===== config.mk =====
export PLATFORM = sky130hd
export DESIGN_NAME = mul_share_ctrl
export DESIGN_NICKNAME = d
export VERILOG_FILES = /design/src/rtl/mul_pkg.sv /design/src/rtl/rr_arb2.sv /design/src/rtl/mul_share_ctrl.sv
export SDC_FILE = /design/constraint.sdc
export NUM_CORES = 1
export LEC_CHECK = 0
export BUFFER_PORTS_ARGS = -buffer_cell sky130_fd_sc_hd__buf_4
export CORE_MARGIN = 1
export CORE_UTILIZATION = 55
export CTS_CLUSTER_SIZE = 14
export DETAILED_ROUTE_END_ITERATION = 16
export PLACE_DENSITY = 0.86
export SLEW_MARGIN = 5
export SYNTH_ARGS = -nofsm -noshare
export SYNTH_HDL_FRONTEND = slang
export SYNTH_HIERARCHICAL = 1
export SYNTH_SLANG_ARGS = --single-unit

===== constraint.sdc =====
create_clock -name clk -period 6.4 [get_ports clk]
set_clock_uncertainty 0.15 [all_clocks]
set_input_delay 0.64 -clock clk [delete_from_list [all_inputs] [get_ports clk]]
set_output_delay 0.64 -clock clk [all_outputs]
set_load 0.02 [all_outputs]

===== src/rtl/mul_pkg.sv =====
// ============================================================================
// Module   : mul_pkg
// Brief    : Op encodings and controller state type for the shared multiplier.
// Revision : 1.0
// ============================================================================
`default_nettype none

package mul_pkg;

    localparam logic [1:0] MUL_OP_MUL    = 2'b00;
    localparam logic [1:0] MUL_OP_MULH   = 2'b01;
    localparam logic [1:0] MUL_OP_MULHSU = 2'b10;
    localparam logic [1:0] MUL_OP_MULHU  = 2'b11;

    typedef enum logic [2:0] {
        IDLE  = 3'd0,
        ISSUE = 3'd1,
        WAIT  = 3'd2,
        FIXUP = 3'd3,
        RESP  = 3'd4
    } state_t;

endpackage

`default_nettype wire


===== src/rtl/rr_arb2.sv =====
// ============================================================================
// Module   : rr_arb2
// Brief    : Two-way round-robin grant; the lane not granted last wins a tie.
// Revision : 1.0
// ============================================================================
`default_nettype none

module rr_arb2 (
    input  logic       clk,
    input  logic       rst_n,
    input  logic [1:0] req,
    input  logic       update,
    output logic [1:0] grant
);

    // Resets as if lane1 went last, so lane0 holds priority first.
    logic r_last;

    always_comb begin
        grant = req;
        if (req == 2'b11) begin
            grant = r_last ? 2'b01 : 2'b10;
        end
    end

    always_ff @(posedge clk or negedge rst_n) begin
        if (!rst_n) begin
            r_last <= 1'b1;
        end else if (update) begin
            r_last <= grant[1];
        end
    end

endmodule

`default_nettype wire


===== src/rtl/mul_share_ctrl.sv =====
// ============================================================================
// Module   : mul_share_ctrl
// Brief    : Shares one sequential signed 32x32 multiplier between two lanes,
//            applying RV32M sign fix-up on the returned product.
// Revision : 1.0
// ============================================================================
`default_nettype none

module mul_share_ctrl
    import mul_pkg::*;
#(
    parameter int TIMEOUT = 16,
    parameter int XLEN    = 32
) (
    input  logic                 clk,
    input  logic                 rst_n,
    input  logic [1:0]           req_valid,
    output logic [1:0]           req_ready,
    input  logic [1:0][1:0]      req_op,
    input  logic [1:0][XLEN-1:0] req_a,
    input  logic [1:0][XLEN-1:0] req_b,
    output logic [1:0]           rsp_valid,
    input  logic [1:0]           rsp_ready,
    output logic [XLEN-1:0]      rsp_data,
    output logic                 rsp_err,
    output logic                 mul_en,
    output logic [XLEN-1:0]      mul_a,
    output logic [XLEN-1:0]      mul_b,
    input  logic [2*XLEN-1:0]    mul_p,
    input  logic                 mul_valid
);

    localparam int c_CNT_W = $clog2(TIMEOUT + 1);

    state_t              r_state;
    logic                r_lane;
    logic [1:0]          r_op;
    logic [2*XLEN-1:0]   r_p;
    logic [c_CNT_W-1:0]  r_cnt;

    logic [1:0]          w_grant;
    logic [1:0]          w_fire;
    logic [1:0]          w_lane_oh;
    logic [XLEN-1:0]     w_ph;
    logic [XLEN-1:0]     w_fix;

    rr_arb2 u_arb (
        .clk    (clk),
        .rst_n  (rst_n),
        .req    (req_valid),
        .update (|w_fire),
        .grant  (w_grant)
    );

    assign req_ready = (r_state == IDLE) ? w_grant : 2'b00;
    assign w_fire    = req_valid & req_ready;
    assign w_lane_oh = r_lane ? 2'b10 : 2'b01;
    assign w_ph      = r_p[2*XLEN-1:XLEN];

    // The multiplier is signed x signed; unsigned views add back the operand
    // that the sign bit of the other one subtracted from the high word.
    always_comb begin
        w_fix = r_p[XLEN-1:0];
        case (r_op)
            MUL_OP_MUL:    w_fix = r_p[XLEN-1:0];
            MUL_OP_MULH:   w_fix = w_ph;
            MUL_OP_MULHSU: w_fix = w_ph + (mul_b[XLEN-1] ? mul_a : '0);
            MUL_OP_MULHU:  w_fix = w_ph + (mul_a[XLEN-1] ? mul_b : '0)
                                        + (mul_b[XLEN-1] ? mul_a : '0);
            default:       w_fix = r_p[XLEN-1:0];
        endcase
    end

    always_ff @(posedge clk or negedge rst_n) begin
        if (!rst_n) begin
            r_state   <= IDLE;
            r_lane    <= 1'b0;
            r_op      <= 2'b00;
            r_p       <= '0;
            r_cnt     <= '0;
            mul_en    <= 1'b0;
            mul_a     <= '0;
            mul_b     <= '0;
            rsp_valid <= 2'b00;
            rsp_data  <= '0;
            rsp_err   <= 1'b0;
        end else begin
            case (r_state)
                IDLE: begin
                    if (|w_fire) begin
                        r_lane  <= w_grant[1];
                        r_op    <= req_op[w_grant[1]];
                        mul_a   <= req_a[w_grant[1]];
                        mul_b   <= req_b[w_grant[1]];
                        mul_en  <= 1'b1;
                        r_state <= ISSUE;
                    end
                end
                ISSUE: begin
                    mul_en  <= 1'b0;
                    r_cnt   <= c_CNT_W'(1);
                    r_state <= WAIT;
                end
                WAIT: begin
                    // A product on the final counted cycle still wins over the timeout.
                    if (mul_valid) begin
                        r_p     <= mul_p;
                        r_state <= FIXUP;
                    end else if (r_cnt == c_CNT_W'(TIMEOUT)) begin
                        rsp_valid <= w_lane_oh;
                        rsp_data  <= '0;
                        rsp_err   <= 1'b1;
                        r_state   <= RESP;
                    end else begin
                        r_cnt <= r_cnt + c_CNT_W'(1);
                    end
                end
                FIXUP: begin
                    rsp_valid <= w_lane_oh;
                    rsp_data  <= w_fix;
                    rsp_err   <= 1'b0;
                    r_state   <= RESP;
                end
                RESP: begin
                    if (|(rsp_ready & rsp_valid)) begin
                        rsp_valid <= 2'b00;
                        rsp_data  <= '0;
                        rsp_err   <= 1'b0;
                        r_state   <= IDLE;
                    end
                end
                default: r_state <= IDLE;
            endcase
        end
    end

endmodule

`default_nettype wire


==> insert_results.sql <==
INSERT INTO impl_metrics (metric_group, metric, value, unit) VALUES
('detailed_routing', 'post_drt_via_cell_ratio', '6.019', ''),
('detailed_routing', 'num_vias', '10870', ''),
('sta', 'setup_total_negative_slack', '0', 'ns'),
('clock_network', 'cts_made_buffers', '17', ''),
('yosys', 'ranking_of_synthesized_cells_by_area', 'dfrtp_1, mux2_2, ha_1', ''),
('die', 'initial_core_util', '56.38', '%'),
('clock_network', 'tritoncts', 'yes', ''),
('final_layout', 'fill_cells', '1655', ''),
('yosys', 'synth_top_area_share', '35.48', '%'),
('detailed_routing', 'detailedRoute.firstIterationViolations', '1066', ''),
('die', 'io-pin-count', '305', ''),
('power_and_ir_drop', 'clock_power_share', '11.6', '%'),
('power_and_ir_drop', 'p_per_area', '597.5', 'mW/mm2'),
('sta', 'slew_viol_final', '0', ''),
('detailed_routing', 'routed_wl', '37170', 'um'),
('sta', 'rsz_0062_raised_after_global_routing', 'false', ''),
('yosys', 'synth-async-reset-ratio', '100.0', '%'),
('detailed_routing', 'wl_per_cell', '20.59', 'um'),
('sta', 'finalHoldViolCount', '0', ''),
('worst_setup_path', 'r2r.worst_path.cells', '13', ''),
('worst_setup_path', 'cp_max_fo', '15', ''),
('placed_design', 'pre_cts_ws', '1.804', 'ns'),
('sta', 'period_needed', '4.680', 'ns'),
('worst_setup_path', 'crit_slowest_cell', 'dfrtp_1', ''),
('final_layout', 'final_area', '0.01545', 'mm2'),
('final_layout', 'final-instance-count-excl-fill', '1805', ''),
('power_and_ir_drop', 'power.ir.vdd_worst', '0.0002517', 'V'),
('sta', 'worst_hold_slack', '0.2568', 'ns'),
('min_path', 'worst_hold_path_type', 'primary input to register', ''),
('yosys', 'syn_inst', '1239', ''),
('sta', 'setup_viol_count_final', '0', ''),
('yosys', 'number_of_synthesized_flops_with_an_enable_pin', '0', ''),
('placed_design', 'numPortBuffers', '304', ''),
('detailed_routing', 'route.detailed.drc', '0', ''),
('clock_network', 'post_cts_buffers', '0', ''),
('clock_network', 'numClockSinks', '176', ''),
('final_layout', 'signed_area_change_from_the_synthesized_netlist_to_the_final_layout', '25.20', '%'),
('die', 'placement_rows', '54', ''),
('worst_setup_path', 'worstPathCellList', 'and2_1 -> fa_1 -> ha_1 -> fa_1 -> a211oi_2 -> o21ai_1 -> a2111oi_2 -> nor2_1 -> a31oi_2 -> o31ai_1 -> a2111oi_2 -> a211oi_1 -> a221o_1', ''),
('yosys', 'post_synth_num_cell_types', '76', ''),
('worst_setup_path', 'cp_data_arrival_time', '4.85', 'ns'),
('clock_network', 'clk_root_buffer_cell', 'clkbuf_16', ''),
('sta', 'timing.max_slew.rel_slack', '32.53', '%'),
('run', 'cap_viol_max_count', '0', ''),
('final_layout', 'postLayoutCoreUtil', '70.59', '%'),
('placed_design', 'placement.cell_area', '0.01485', 'mm2'),
('clock_network', 'worst_setup_hold_path_clk_slew', '0.07', 'ns'),
('global_routing', 'grt_start_max_net_pins', '118', ''),
('yosys', 'ys_seq_area_share', '35.69', '%'),
('die', 'design.core.area', '0.02189', 'mm2'),
('clock_network', 'post_cts_resized', '0', ''),
('worst_setup_path', 'critical_path.startpoint_type', 'register', ''),
('power_and_ir_drop', 'pwr-share-comb', '63.8', '%'),
('power_and_ir_drop', 'seq_power_share', '24.6', '%'),
('power_and_ir_drop', 'totalPowerFinal', '9.233', 'mW'),
('sta', 'tightestPinTransition', '1.012', 'ns'),
('die', 'floorplan.die.height', '151.8', 'um'),
('worst_setup_path', 'timing.reg2reg.setup_slack', '1.72', 'ns'),
('global_routing', 'initial_antenna_violation_count', '0', ''),
('status', 'outcome', 'finished clean', ''),
('detailed_routing', 'final_antenna_net_count', '0', ''),
('global_routing', 'grt.overflow.total', '0', ''),
('sta', 'max_freq', '213.7', 'MHz'),
('final_layout', 'drive_gt1_share', '30.49', '%'),
('worst_setup_path', 'largest_stage_delay_worst_path', '0.68', 'ns'),
('yosys', 'synthDominantAreaCellType', 'dfrtp_1', ''),
('yosys', 'synth_flop_cell', 'dfrtp_1', ''),
('clock_network', 'worst_skew_pair.late_latency', '0.44', 'ns'),
('detailed_routing', 'firstDrtPassIters', '6', ''),
('global_routing', 'grt_use_total', '32.52', '%'),
('clock_network', 'cts-root-to-sink-buffers', '2', '');
## final timing paths
check / startpoint / end
max: mul_b[31] / rsp_data[31]
min: mul_p[62] / r_p[62]
max reg2reg: mul_b[31] / rsp_data[31]
min reg2reg: rsp_err / rsp_err
max in group asynchronous: rst_n / r_p[23]
min in group asynchronous: rst_n / r_p[35]
## layout by cell type, fill, tap and decap left out, types with 4 or more instances in the layout
cell type,instances
o221ai_1,6
o21bai_1,9
ha_1,63
o21a_1,7
a31oi_1,5
clkbuf_16,17
a22oi_1,6
xnor2_1,33
o31ai_1,4
dfrtp_1,175
o211ai_1,5
clkinv_4,4
fa_1,33
o21ai_0,141
buf_4,314
and3_1,6
nor2_1,47
xor2_1,23
nor3_1,6
a221o_1,4
inv_6,4
a21o_1,16
mux2_2,76
nand2b_1,13
a2111oi_2,4
a22o_1,15
inv_1,28
nand3_1,13
a211oi_1,10
nand4_1,12
mux2i_1,71
nand2_1,137
nor2b_1,4
and2_1,69
mux4_2,15
a21oi_1,65
## worst max-delay path: cells and delay by family (launching register included)
family / cells / cell delay [ns]
adders and majority gates: 3 / 1.18
and+or+nand+nor: 2 / 0.45
AOI/OAI and AO/OA: 8 / 2.10
DFF: 1 / 0.68
## power groups by stage
stage,logic [mW],clock network (mW),registers [mW]
final,5.89,1.07,2.27
after floorplan,3.77,0,2.35
after CTS,5.78,1.08,2.25
after detailed placement,5.74,0,2.26
after global placement,5.62,0,2.25
after global routing,6.36,1.13,2.34
## sequential cells by signal (all words and copies together), names as in the netlist
register and flops:
r_cnt 5, r_p 64, u_arb/r_last 1, rsp_data 32, rsp_err 1, r_state 3, mul_en 1, r_lane 1
rsp_valid 2, mul_b 32, mul_a 32, r_op 2
## logic make-up after synthesis
family,synth area share (%)
and+or+nand+nor,12.42
DFF,35.69
AOI/OAI and AO/OA,17.83
adders and majority gates,11.74
xor gates and xnor gates,3.974
buffers and inverters,2.798
muxes,15.55
## layer usage
| layer | track usage (%) | share of wire (%) | up-vias |
|---|---|---|---|
| met4 | 8.048 | 1.5 | 0 |
| met2 | 48.98 | 45 | 496 |
| met1 | 48.41 | 45 | 5291 |
| met3 | 6.075 | 8.2 | 42 |
| met5 | 0 | 0 | - |
| li1 | - | - | 5036 |
## final cells by class
cell class | count | area, um2 | area share (%)
flip-flops and latches | 176 | 4405 | 28.51
repair buffers | 316 | 2379 | 15.39
clock inverters | 13 | 151.4 | 0.9797
multi-input cells | 972 | 7616 | 49.28
inverters | 29 | 108.9 | 0.7044
clock buffers | 19 | 442.9 | 2.866
well taps | 280 | 350.3 | 2.267
(Power assumes the default switching activity.)
